===== config.mk =====
export PLATFORM = sky130hd
export DESIGN_NAME = period_duty_meter
export DESIGN_NICKNAME = d
export VERILOG_FILES = /design/src/rtl/period_duty_meter.sv
export SDC_FILE = /design/constraint.sdc
export NUM_CORES = 1
export LEC_CHECK = 0
export ABC_AREA = 1
export CORE_ASPECT_RATIO = 0.75
export CORE_MARGIN = 10
export CORE_UTILIZATION = 40
export DETAILED_ROUTE_END_ITERATION = 10
export PLACE_DENSITY_LB_ADDON = 0.2
export SYNTH_ARGS = -nofsm -noshare
export SYNTH_HDL_FRONTEND = slang
export SYNTH_SLANG_ARGS = --single-unit

===== constraint.sdc =====
create_clock -name clk -period 3 [get_ports clk]
set_clock_uncertainty 0.05 [all_clocks]
set_input_delay 0.75 -clock clk [delete_from_list [all_inputs] [get_ports clk]]
set_output_delay 0.75 -clock clk [all_outputs]
set_load 0.1 [all_outputs]

===== src/rtl/period_duty_meter.sv =====
// rtl/period_duty_meter.sv - measures period and high time of an asynchronous square wave in clk cycles
module period_duty_meter #(
    parameter int W = 8
) (
    input  logic         clk,
    input  logic         reset,
    input  logic         in_sig,
    input  logic         en,
    output logic [W-1:0] high_cnt,
    output logic [W-1:0] period_cnt,
    output logic         valid,
    output logic         half,
    output logic         chg,
    output logic         ovf
);

    typedef enum logic [1:0] {
        IDLE    = 2'd0,
        ARMED   = 2'd1,
        MEASURE = 2'd2
    } state_t;

    localparam logic [W-1:0] CNT_MAX = '1;
    localparam logic [W-1:0] CNT_ONE = W'(1);

    state_t       state;
    logic         sync1;
    logic         s;
    logic         s_d;
    logic [W-1:0] hcnt;
    logic [W-1:0] pcnt;
    logic         first_pub;
    logic         rise;
    logic [W:0]   hcnt_x2;
    logic [W:0]   pcnt_ext;

    assign rise     = s & ~s_d;
    assign hcnt_x2  = {hcnt, 1'b0};
    assign pcnt_ext = {1'b0, pcnt};

    always_ff @(posedge clk or posedge reset) begin
        if (reset) begin
            sync1 <= 1'b0;
            s     <= 1'b0;
            s_d   <= 1'b0;
        end else begin
            sync1 <= in_sig;
            s     <= sync1;
            s_d   <= s;
        end
    end

    // first_pub forces chg on the first publish after leaving IDLE, even if the period repeats.
    always_ff @(posedge clk or posedge reset) begin
        if (reset) begin
            state      <= IDLE;
            hcnt       <= '0;
            pcnt       <= '0;
            first_pub  <= 1'b1;
            high_cnt   <= '0;
            period_cnt <= '0;
            valid      <= 1'b0;
            half       <= 1'b0;
            chg        <= 1'b0;
            ovf        <= 1'b0;
        end else begin
            valid <= 1'b0;
            if (!en) begin
                state     <= IDLE;
                hcnt      <= '0;
                pcnt      <= '0;
                ovf       <= 1'b0;
                first_pub <= 1'b1;
            end else begin
                case (state)
                    IDLE: begin
                        state     <= ARMED;
                        first_pub <= 1'b1;
                    end
                    ARMED: begin
                        if (rise) begin
                            hcnt  <= CNT_ONE;
                            pcnt  <= CNT_ONE;
                            state <= MEASURE;
                        end
                    end
                    MEASURE: begin
                        if (rise) begin
                            high_cnt   <= hcnt;
                            period_cnt <= pcnt;
                            valid      <= 1'b1;
                            half       <= (hcnt_x2 == pcnt_ext);
                            chg        <= first_pub | (pcnt != period_cnt);
                            first_pub  <= 1'b0;
                            hcnt       <= CNT_ONE;
                            pcnt       <= CNT_ONE;
                        end else if (pcnt == CNT_MAX) begin
                            // Period too long to represent: drop it and wait for a fresh rise.
                            ovf   <= 1'b1;
                            hcnt  <= '0;
                            pcnt  <= '0;
                            state <= ARMED;
                        end else begin
                            pcnt <= pcnt + CNT_ONE;
                            if (s) begin
                                hcnt <= hcnt + CNT_ONE;
                            end
                        end
                    end
                    default: state <= IDLE;
                endcase
            end
        end
    end

endmodule


==> results of run 1 <==
area by class of cell:
type	count	area (um^2)	area share, %
clock buffer	6	82.6	3.28
clock inverter	2	12.5	0.497
inverter	29	110	4.38
multi-input combinational	197	962	38.2
sequential	42	1050	41.8
tap	75	93.8	3.73
timing repair buffer	26	203	8.06
cell families after synthesis:
kind of cell,after synthesis,share of synthesized area [%]
AO/OA/AOI/OAI,42,10.8
XOR/XNOR,9,3.63
adder cells (fa/ha/maj),2,1.15
buffers and inverters,35,7.31
flip-flops,42,48.4
AND/OR/NAND/NOR,144,28.7
power by group through the flow:
stage / clock (mW) / combinational, mW / sequential, mW
floorplan: 0 / 0.263 / 0.957
global placement: 0 / 0.646 / 0.715
detailed placement: 0 / 0.648 / 0.714
CTS: 0.397 / 0.649 / 0.702
global route: 0.419 / 0.708 / 0.712
finish: 0.384 / 0.640 / 0.701
cell usage in the layout, fill, tap and decap left out:
cell type	count
o21ai_2	5
a21oi_1	12
inv_2	1
nand4_1	2
nor2_1	36
nor2_2	2
nor2_4	2
inv_1	25
nand2_2	5
dfrtp_1	41
clkinvlp_4	1
clkinv_1	2
xor2_1	9
clkinv_2	2
o22ai_1	4
nor3_1	1
ha_1	2
o21ai_0	11
nand2_4	2
nand3_1	10
nand3_2	2
buf_4	23
nand3b_1	1
dfstp_2	1
a31oi_1	1
nand2_1	81
o21ai_1	9
clkbuf_8	6
clkdlybuf4s50_1	3
sequential cells by signal (all words and copies together), names as in the netlist:
signal,flops
valid,1
half,1
hcnt,8
chg,1
ovf,1
sync1,1
s,1
s_d,1
high_cnt,8
period_cnt,8
first_pub,1
state,2
pcnt,8
routing by layer:
layer | part of all wire (%) | global-route usage [%]
met1 | 51 | 16.2
met2 | 41 | 17.4
met3 | 6.8 | 3.70
met4 | 1.3 | 4.10
met5 | 0 | 0
worst max path at each step:
stage / start / to / slack (ns)
global placement: en / state[1] / 0.58
floorplan: reset / chg / 1.23
CTS: en / state[1] / 0.84
global route: en / state[1] / 0.67
detailed placement: en / state[1] / 0.52
finish: en / state[1] / 0.83
worst register-to-register path, delay by kind of cell, from the launching register on:
family,cells,cell delay [ns]
flops,1,0.51
buf+inv,1,0.12
simple gates,5,0.67
fa+ha+maj,1,0.25
compound gates,1,0.06
==> results.py, run 1 <==
metrics = {
    "synth": {
        "synth_fp_nets": 280,
        "synth_most_common_cell": "nand2_1",
        "yosysTopAreaCell": "dfrtp_1",
        "syn_area_per_cell_um2": 7.93,
        "yosysTopAreaCellShare_pct": 47.2,
        "netlist_area_um2": 2170,
        "netlist_top_cells_area": "dfrtp_1 (47%), nand2_1 (14%), nor2_1 (6.2%), inv_1 (4.5%), xor2_1 (3.6%)",
        "synth_warnings": 0,
        "synth_seq_area_share_pct": 48.4,
        "syn_inst": 274,
        "synth_cell_type_count": 28,
        "ys_dominant_reg_cell": "dfrtp_1",
        "synthTopCellsByCount": "nand2_1 (81), dfrtp_1 (41), nor2_1 (36)",
        "synth_edf_count": 0,
        "synthArstFlopShare_pct": 100,
        "ys_ff_latch": 42,
    },
    "global_routing": {
        "grt.total_usage_pct": 11.9,
        "grt_pass1_wl_um": 8670,
        "grt_overflow_total": 0,
        "grt_pass1_vias": 1799,
        "grt_max_degree": 24,
        "antenna_found_initial": 0,
    },
    "clock_tree": {
        "ctsResizeCount": 0,
        "post-cts-setup-buffers": 0,
        "cts_buffers": 5,
        "clk_latency_ns": 0.30,
        "htreeDepth": 2,
        "tritoncts": "yes",
        "clk_pin_slew_worst_paths_ns": 0.08,
        "cts_root_buf": "clkbuf_8",
        "cts_hold_buf": 0,
        "cts_sinks": 42,
        "cts_buffer_depth": 2,
    },
    "floorplan": {
        "start_util_pct": 41.0,
        "core_area_um2": 5300,
        "die_y_um": 83.8,
        "io_pins": 24,
        "die_area_um2": 8810,
        "rows": 23,
        "die_x_um": 105,
    },
    "setup_path": {
        "r2r_start": "pcnt[1]",
        "reg2reg_setup_slack_ns": 1.24,
        "crit_chain": "clkdlybuf4s50_1 -> inv_2 -> nor2_4 -> nand2_2 -> buf_4 -> nand2_2 -> nor2_1 -> a21oi_1",
        "path_buf_inv": 3,
        "worst-path-max-fanout": 23,
        "crit_slowest_cell": "clkdlybuf4s50_1",
        "cpMostUsedCell": "nand2_2",
        "critPathLaunchType": "input pin",
        "critical_path_depth": 8,
        "cp_top_family": "buffers and inverters",
        "crit_arrival_ns": 2.31,
        "reg2reg_depth": 8,
        "max_stage_delay_ns": 0.52,
        "worstSetupPathType": "in -> reg",
        "required_ns": 3.13,
        "reg2reg_to": "pcnt[2]",
        "cp-end-kind": "flop",
    },
    "cells_and_area": {
        "nNetsFinal": 307,
        "final_util_pct": 47.5,
        "fin_cells": 377,
        "diodes": 0,
        "final.fill_count": 532,
        "area_growth_pct": 15.8,
        "final_layout_size_suffix_gt1_share_pct": 17.2,
        "design_area_um2": 2520,
    },
    "drt": {
        "drt_iter0_drc": 96,
        "wl_per_cell_um": 12.7,
        "via_per_inst": 4.71,
        "ant_nets": 0,
        "drtPass1Iterations": 5,
        "drt-total-wl_um": 4790,
        "route.detailed.drc": 0,
        "vias": 1777,
    },
    "power": {
        "comb_power_share_pct": 37.1,
        "p_sw_share_pct": 43.8,
        "p_sw_mw": 0.757,
        "power.density_nw_per_um2": 686,
        "pwr-share-seq_pct": 40.6,
        "leakage_nw": 1.20,
        "irDropWorstVdd_v": 0.000277,
        "power_mw": 1.73,
        "clkPwrFrac_pct": 22.3,
        "internal_power_mw": 0.969,
    },
    "placed_design": {
        "hpwl_um": 3680,
        "place_worst_setup_slack_ns": 0.524,
        "place_inst": 369,
        "port_buffers": 23,
        "placed_area_um2": 2420,
        "gp_congestion": 0.862,
    },
    "timing": {
        "period_share_pct": 72.4,
        "hold_slack_ns": 0.305,
        "hold_violations": 0,
        "setup_viol": 0,
        "fmax_ghz": 0.460,
        "slew_headroom_pct": 79.8,
        "maxSlewViolCount": 0,
        "layout_min_cycle_time_ns": 2.17,
        "setup_ws_ns": 0.828,
        "rsz0062_at_grt": "no",
        "worst_pin_slew_ns": 0.303,
        "tns_ns": 0,
    },
    "run": {
        "drv_cap": 0,
    },
    "hold_path": {
        "hold-path-endpoint": "s",
        "min_from": "sync1",
        "hp-class": "reg -> reg",
        "worstHoldPathCells": 0,
    },
    "status": {
        "status": "complete, no violations",
    },
}
No activity file was read; power rests on OpenSTA's default activity.
==> run 2: changes to the inputs <==
Clock period 3 ns to 2.2 ns, I/O delays scaled along.
==> run 2 against run 1 <==
  * Setup slack got worse by 0.35 ns
  * Flip-flop and latch count unchanged
  * Clock power increased by 32%
  * Sequential share of layout area decreased by 0.27 points
  * Power increased by 36%
  * Final cell count increased by 0.27%
  * Global-route usage decreased by 0.14 points
  * Combinational power increased by 37%
  * Critical path depth unchanged
  * Critical endpoint is now hcnt[2]
==> results.py, run 2 (synthesis gave the netlist of run 1 again) <==
metrics = {
    "floorplan": {
        "core_area_um2": 5300,
        "die_y_um": 83.8,
        "die_area_um2": 8810,
        "io_pins": 24,
        "start_util_pct": 41.0,
        "rows": 23,
        "die_x_um": 105,
    },
    "cells_and_area": {
        "most-common-layout-cells": "nand2_1 (81), dfrtp_1 (41), nor2_1 (36)",
        "design_area_um2": 2530,
        "area_growth_pct": 16.5,
        "final_util_pct": 47.8,
        "regArea_um2": 1050,
        "nNetsFinal": 308,
        "final_common_cell": "nand2_1",
        "multi_input_area_um2": 962,
        "diodes": 0,
        "final.fill_count": 564,
        "final_layout_size_suffix_gt1_share_pct": 17.2,
    },
    "setup_path": {
        "cpMostUsedCell": "nand2_2",
        "worstSetupPathType": "reg -> reg",
        "reg2reg_depth": 8,
        "crit_arrival_ns": 1.84,
        "cp-end-kind": "flop",
        "path_buf_inv": 1,
        "worst-path-max-fanout": 7,
        "max_stage_delay_ns": 0.51,
        "crit_slowest_cell": "dfrtp_1",
        "r2r_start": "pcnt[1]",
        "required_ns": 2.33,
        "reg2reg_to": "hcnt[2]",
        "cp_top_family": "simple AND/OR/NAND/NOR gates",
        "reg2reg_setup_slack_ns": 0.48,
        "crit_chain": "ha_1 -> nand2_2 -> nor2_1 -> nand2_2 -> nand3_2 -> inv_1 -> nand2_1 -> o21ai_1",
        "critPathLaunchType": "flop",
    },
    "drt": {
        "via_per_inst": 4.78,
        "route.detailed.drc": 0,
        "ant_nets": 0,
        "drtPass1Iterations": 7,
        "wl_per_cell_um": 13.0,
        "vias": 1805,
        "drt-total-wl_um": 4920,
        "drt_iter0_drc": 114,
    },
    "clock_tree": {
        "cts_hold_buf": 0,
        "post-cts-setup-buffers": 0,
        "ctsResizeCount": 0,
        "clk_pin_slew_worst_paths_ns": 0.08,
        "tritoncts": "yes",
        "htreeDepth": 2,
        "cts_sinks": 42,
        "cts_buffers": 5,
        "cts_root_buf": "clkbuf_8",
        "clk_latency_ns": 0.29,
        "cts_buffer_depth": 2,
    },
    "hold_path": {
        "hold-path-endpoint": "s",
        "min_from": "sync1",
        "hp-class": "reg -> reg",
        "worstHoldPathCells": 0,
    },
    "placed_design": {
        "hpwl_um": 3650,
        "port_buffers": 23,
        "gp_congestion": 0.797,
        "placed_area_um2": 2440,
    },
    "power": {
        "p_sw_mw": 1.02,
        "leakage_nw": 1.21,
        "irDropWorstVdd_v": 0.000363,
        "pwr-share-seq_pct": 40.9,
        "power.density_nw_per_um2": 927,
        "clkPwrFrac_pct": 21.6,
        "internal_power_mw": 1.33,
        "p_sw_share_pct": 43.6,
        "comb_power_share_pct": 37.5,
    },
    "timing": {
        "slew_headroom_pct": 79.6,
        "hold_violations": 0,
        "maxSlewViolCount": 0,
        "setup_viol": 0,
        "hold_slack_ns": 0.307,
        "tns_ns": 0,
        "period_share_pct": 78.1,
        "rsz0062_at_grt": "no",
        "fmax_ghz": 0.582,
        "worst_pin_slew_ns": 0.306,
        "layout_min_cycle_time_ns": 1.72,
    },
    "global_routing": {
        "antenna_found_initial": 0,
        "grt_pass1_vias": 1799,
        "grt_overflow_total": 0,
        "grt_max_degree": 43,
        "grt_pass1_wl_um": 8600,
        "grt.total_usage_pct": 11.8,
    },
    "status": {
        "status": "complete, no violations",
    },
    "run": {
        "drv_cap": 0,
    },
}
run 2: how the worst max path moves through the flow:
stage | slack [ns] | cells after the start | startpoint | end
after floorplan | 0.52 | 7 | period_cnt[1] | chg
after global placement | 0.22 | 8 | en | hcnt[5]
after detailed placement | 0.19 | 8 | en | high_cnt[0]
after CTS | 0.49 | 8 | pcnt[1] | hcnt[2]
after global routing | 0.33 | 9 | pcnt[1] | hcnt[3]
final | 0.48 | 8 | pcnt[1] | hcnt[2]
run 2: metrics by stage:
stage | setup slack, ns | power [mW] | std cells
global placement | 0.222 | 1.86 | 370
floorplan | 0.522 | 1.66 | 274
finish | 0.482 | 2.35 | 378
CTS | 0.492 | 2.38 | 378
detailed placement | 0.192 | 1.86 | 370
global route | 0.334 | 2.51 | 378
run 2: layer usage:
metal | GRT usage (%) | part of all wire [%] | up-vias | wire length, um
met5 | 0 | 0 | - | 0
met2 | 17.3 | 42 | 49 | 2060
li1 | - | - | 913 | -
met3 | 3.16 | 6.9 | 6 | 339
met1 | 16.6 | 50 | 837 | 2480
met4 | 2.86 | 0.75 | 0 | 37
run 2: final cells by class:
type / count / share of cell area [%]
Clock buffer: 7 / 3.41
Clock inverter: 1 / 0.198
Inverter: 29 / 4.35
Multi-Input combinational cell: 197 / 38.0
Sequential cell: 42 / 41.6
Tap cell: 75 / 3.71
Timing Repair Buffer: 27 / 8.79
run 2: power by group through the flow:
stage | registers (mW) | logic, mW | clock network (mW)
6_report | 0.961 | 0.880 | 0.508
5_1_grt | 0.979 | 0.962 | 0.568
4_1_cts | 0.960 | 0.891 | 0.532
3_5_place_dp | 0.974 | 0.889 | 0
3_3_place_gp | 0.976 | 0.884 | 0
2_1_floorplan | 1.31 | 0.358 | 0
==> run 3: changes to the inputs <==
Clock period 2.2 ns to 1.5 ns, I/O delays scaled along.
==> run 3 against run 2 <==
  * Setup slack lost 0.42 ns
  * Sequential power grew 47%
  * Critical path depth is the same
  * Worst hold slack lost 0.0035 ns
  * Routed wire length grew 10%
  * Flip-flop and latch count is the same
  * Combinational power grew 100%
  * Critical path type is now in -> reg
  * Critical endpoint is now chg
  * Largest cell class unchanged
==> results.py, run 3 (synthesis gave the netlist of run 1 again) <==
metrics = {
    "status": {
        "status": "complete, no violations",
    },
    "setup_path": {
        "worst-path-max-fanout": 6,
        "required_ns": 1.65,
        "path_buf_inv": 4,
        "crit_arrival_ns": 1.58,
        "crit_chain": "clkdlybuf4s50_1 -> inv_2 -> nor2_4 -> nand2_2 -> clkinv_1 -> buf_4 -> nor2_1 -> nor2_1",
        "crit_slowest_cell": "clkdlybuf4s50_1",
        "worstSetupPathType": "in -> reg",
        "reg2reg_setup_slack_ns": 0.09,
        "reg2reg_to": "state[0]",
        "cp_top_family": "buffers and inverters",
        "reg2reg_depth": 8,
        "cp-end-kind": "flop",
        "cpMostUsedCell": "nor2_1",
        "r2r_start": "state[0]",
        "critPathLaunchType": "input pin",
        "max_stage_delay_ns": 0.43,
    },
    "global_routing": {
        "grt_pass1_wl_um": 9360,
        "grt_overflow_total": 0,
        "grt_max_degree": 43,
        "grt.total_usage_pct": 12.8,
        "use_met2_pct": 19.6,
        "use_met3_pct": 3.55,
        "top_usage_layer": "met2",
        "use_met1_pct": 17.1,
        "antenna_found_initial": 0,
        "grt_pass1_vias": 1930,
    },
    "drt": {
        "ant_nets": 0,
        "vias": 1913,
        "drt-total-wl_um": 5420,
        "via_per_inst": 4.72,
        "drt_iter0_drc": 86,
        "route.detailed.drc": 0,
        "wl_per_cell_um": 13.4,
        "drtPass1Iterations": 4,
    },
    "power": {
        "pwr-share-seq_pct": 35.5,
        "irDropWorstVdd_v": 0.000615,
        "clkPwrFrac_pct": 19.4,
        "internal_power_mw": 2.32,
        "power_mw": 3.97,
        "comb_power_share_pct": 45.2,
        "p_sw_share_pct": 41.7,
        "leakage_nw": 1.42,
        "p_sw_mw": 1.66,
        "power.density_nw_per_um2": 1290,
    },
    "cells_and_area": {
        "final_common_cell": "nand2_1",
        "fin_cells": 405,
        "final_layout_size_suffix_gt1_share_pct": 29.1,
        "diodes": 0,
        "most-common-layout-cells": "nand2_1 (79), dfrtp_1 (33), nor2_1 (32)",
        "area_growth_pct": 41.6,
        "design_area_um2": 3080,
        "final_util_pct": 58.1,
        "nNetsFinal": 335,
    },
    "timing": {
        "period_share_pct": 95.8,
        "fmax_ghz": 0.696,
        "setup_viol": 0,
        "worst_pin_slew_ns": 0.245,
        "setup_ws_ns": 0.0627,
        "maxSlewViolCount": 0,
        "slew_headroom_pct": 83.7,
        "hold_violations": 0,
        "layout_min_cycle_time_ns": 1.44,
        "rsz0062_at_grt": "yes",
    },
    "floorplan": {
        "die_x_um": 105,
        "die_y_um": 83.8,
        "core_area_um2": 5300,
        "start_util_pct": 41.0,
        "io_pins": 24,
        "die_area_um2": 8810,
        "rows": 23,
    },
    "hold_path": {
        "worstHoldPathCells": 0,
        "hold-path-endpoint": "s",
        "min_from": "sync1",
        "hp-class": "reg -> reg",
    },
    "clock_tree": {
        "cts_buffers": 5,
        "clk_pin_slew_worst_paths_ns": 0.08,
        "tritoncts": "yes",
        "cts_buffer_depth": 2,
        "htreeDepth": 2,
        "cts_sinks": 42,
        "clk_latency_ns": 0.30,
        "cts_root_buf": "clkbuf_8",
    },
    "placed_design": {
        "port_buffers": 23,
        "place_worst_setup_slack_ns": -0.246,
        "hpwl_um": 3910,
        "gp_congestion": 0.847,
        "place_inst": 390,
        "placed_area_um2": 2860,
    },
    "run": {
        "drv_cap": 0,
    },
}
## run 3: area by class of cell
type                    count  area, um^2
well taps                  75        93.8
flip-flops and latches     42        1060
inverters                  29         111
fillers                   469        2220
multi-input cells         198        1020
clock inverters             1        5.00
clock buffers               7        86.3
repair buffers             53         702
## run 3: power by group through the flow
stage / Sequential [mW] / Combinational, mW / Clock [mW]
4_1_cts: 1.40 / 1.69 / 0.778
3_5_place_dp: 1.42 / 1.69 / 0
6_report: 1.41 / 1.79 / 0.769
3_3_place_gp: 1.42 / 1.67 / 0
5_1_grt: 1.43 / 1.93 / 0.835
2_1_floorplan: 1.92 / 0.524 / 0
## run 3: metrics by stage
stage                     hold slack (ns)  TNS [ns]
after floorplan                     0.281         0
after global placement              0.290     -5.85
after detailed placement            0.291     -6.39
after CTS                           0.309         0
after global routing                0.312   -0.0554
final                               0.304         0
## run 3: worst max path at each step
stage	cells past startpoint	start	end
5_1_grt	8	state[0]	state[0]
3_3_place_gp	8	en	hcnt[0]
6_report	8	en	chg
2_1_floorplan	1	reset	period_cnt[0]
4_1_cts	8	pcnt[0]	hcnt[2]
3_5_place_dp	8	en	state[0]
## run 3: repair_timing
item	4_1_cts	5_1_grt
pin swaps	0	6
setup buffers	0	5
gates cloned	0	2
hold buffers	0	0
endpoints found under the hold margin	0	0
resized for setup	2	14
setup endpoints to repair	4	18
## run 3: worst reg2reg max path, stage by stage (launching register included)
cell and delay (ns):
dfrtp_1 0.41, inv_2 0.09, nand2_2 0.08, nor2_4 0.14, nand2_2 0.13, buf_12 0.18
nand2_2 0.07, nor2_1 0.05, a21oi_1 0.12
## run 3: routing by layer
metal	wire length, um	up-vias	share of wire (%)
met1	2560	879	47
met2	2450	50	45
met5	0	-	0
met3	353	7	6.5
li1	-	977	-
met4	57	0	1.1
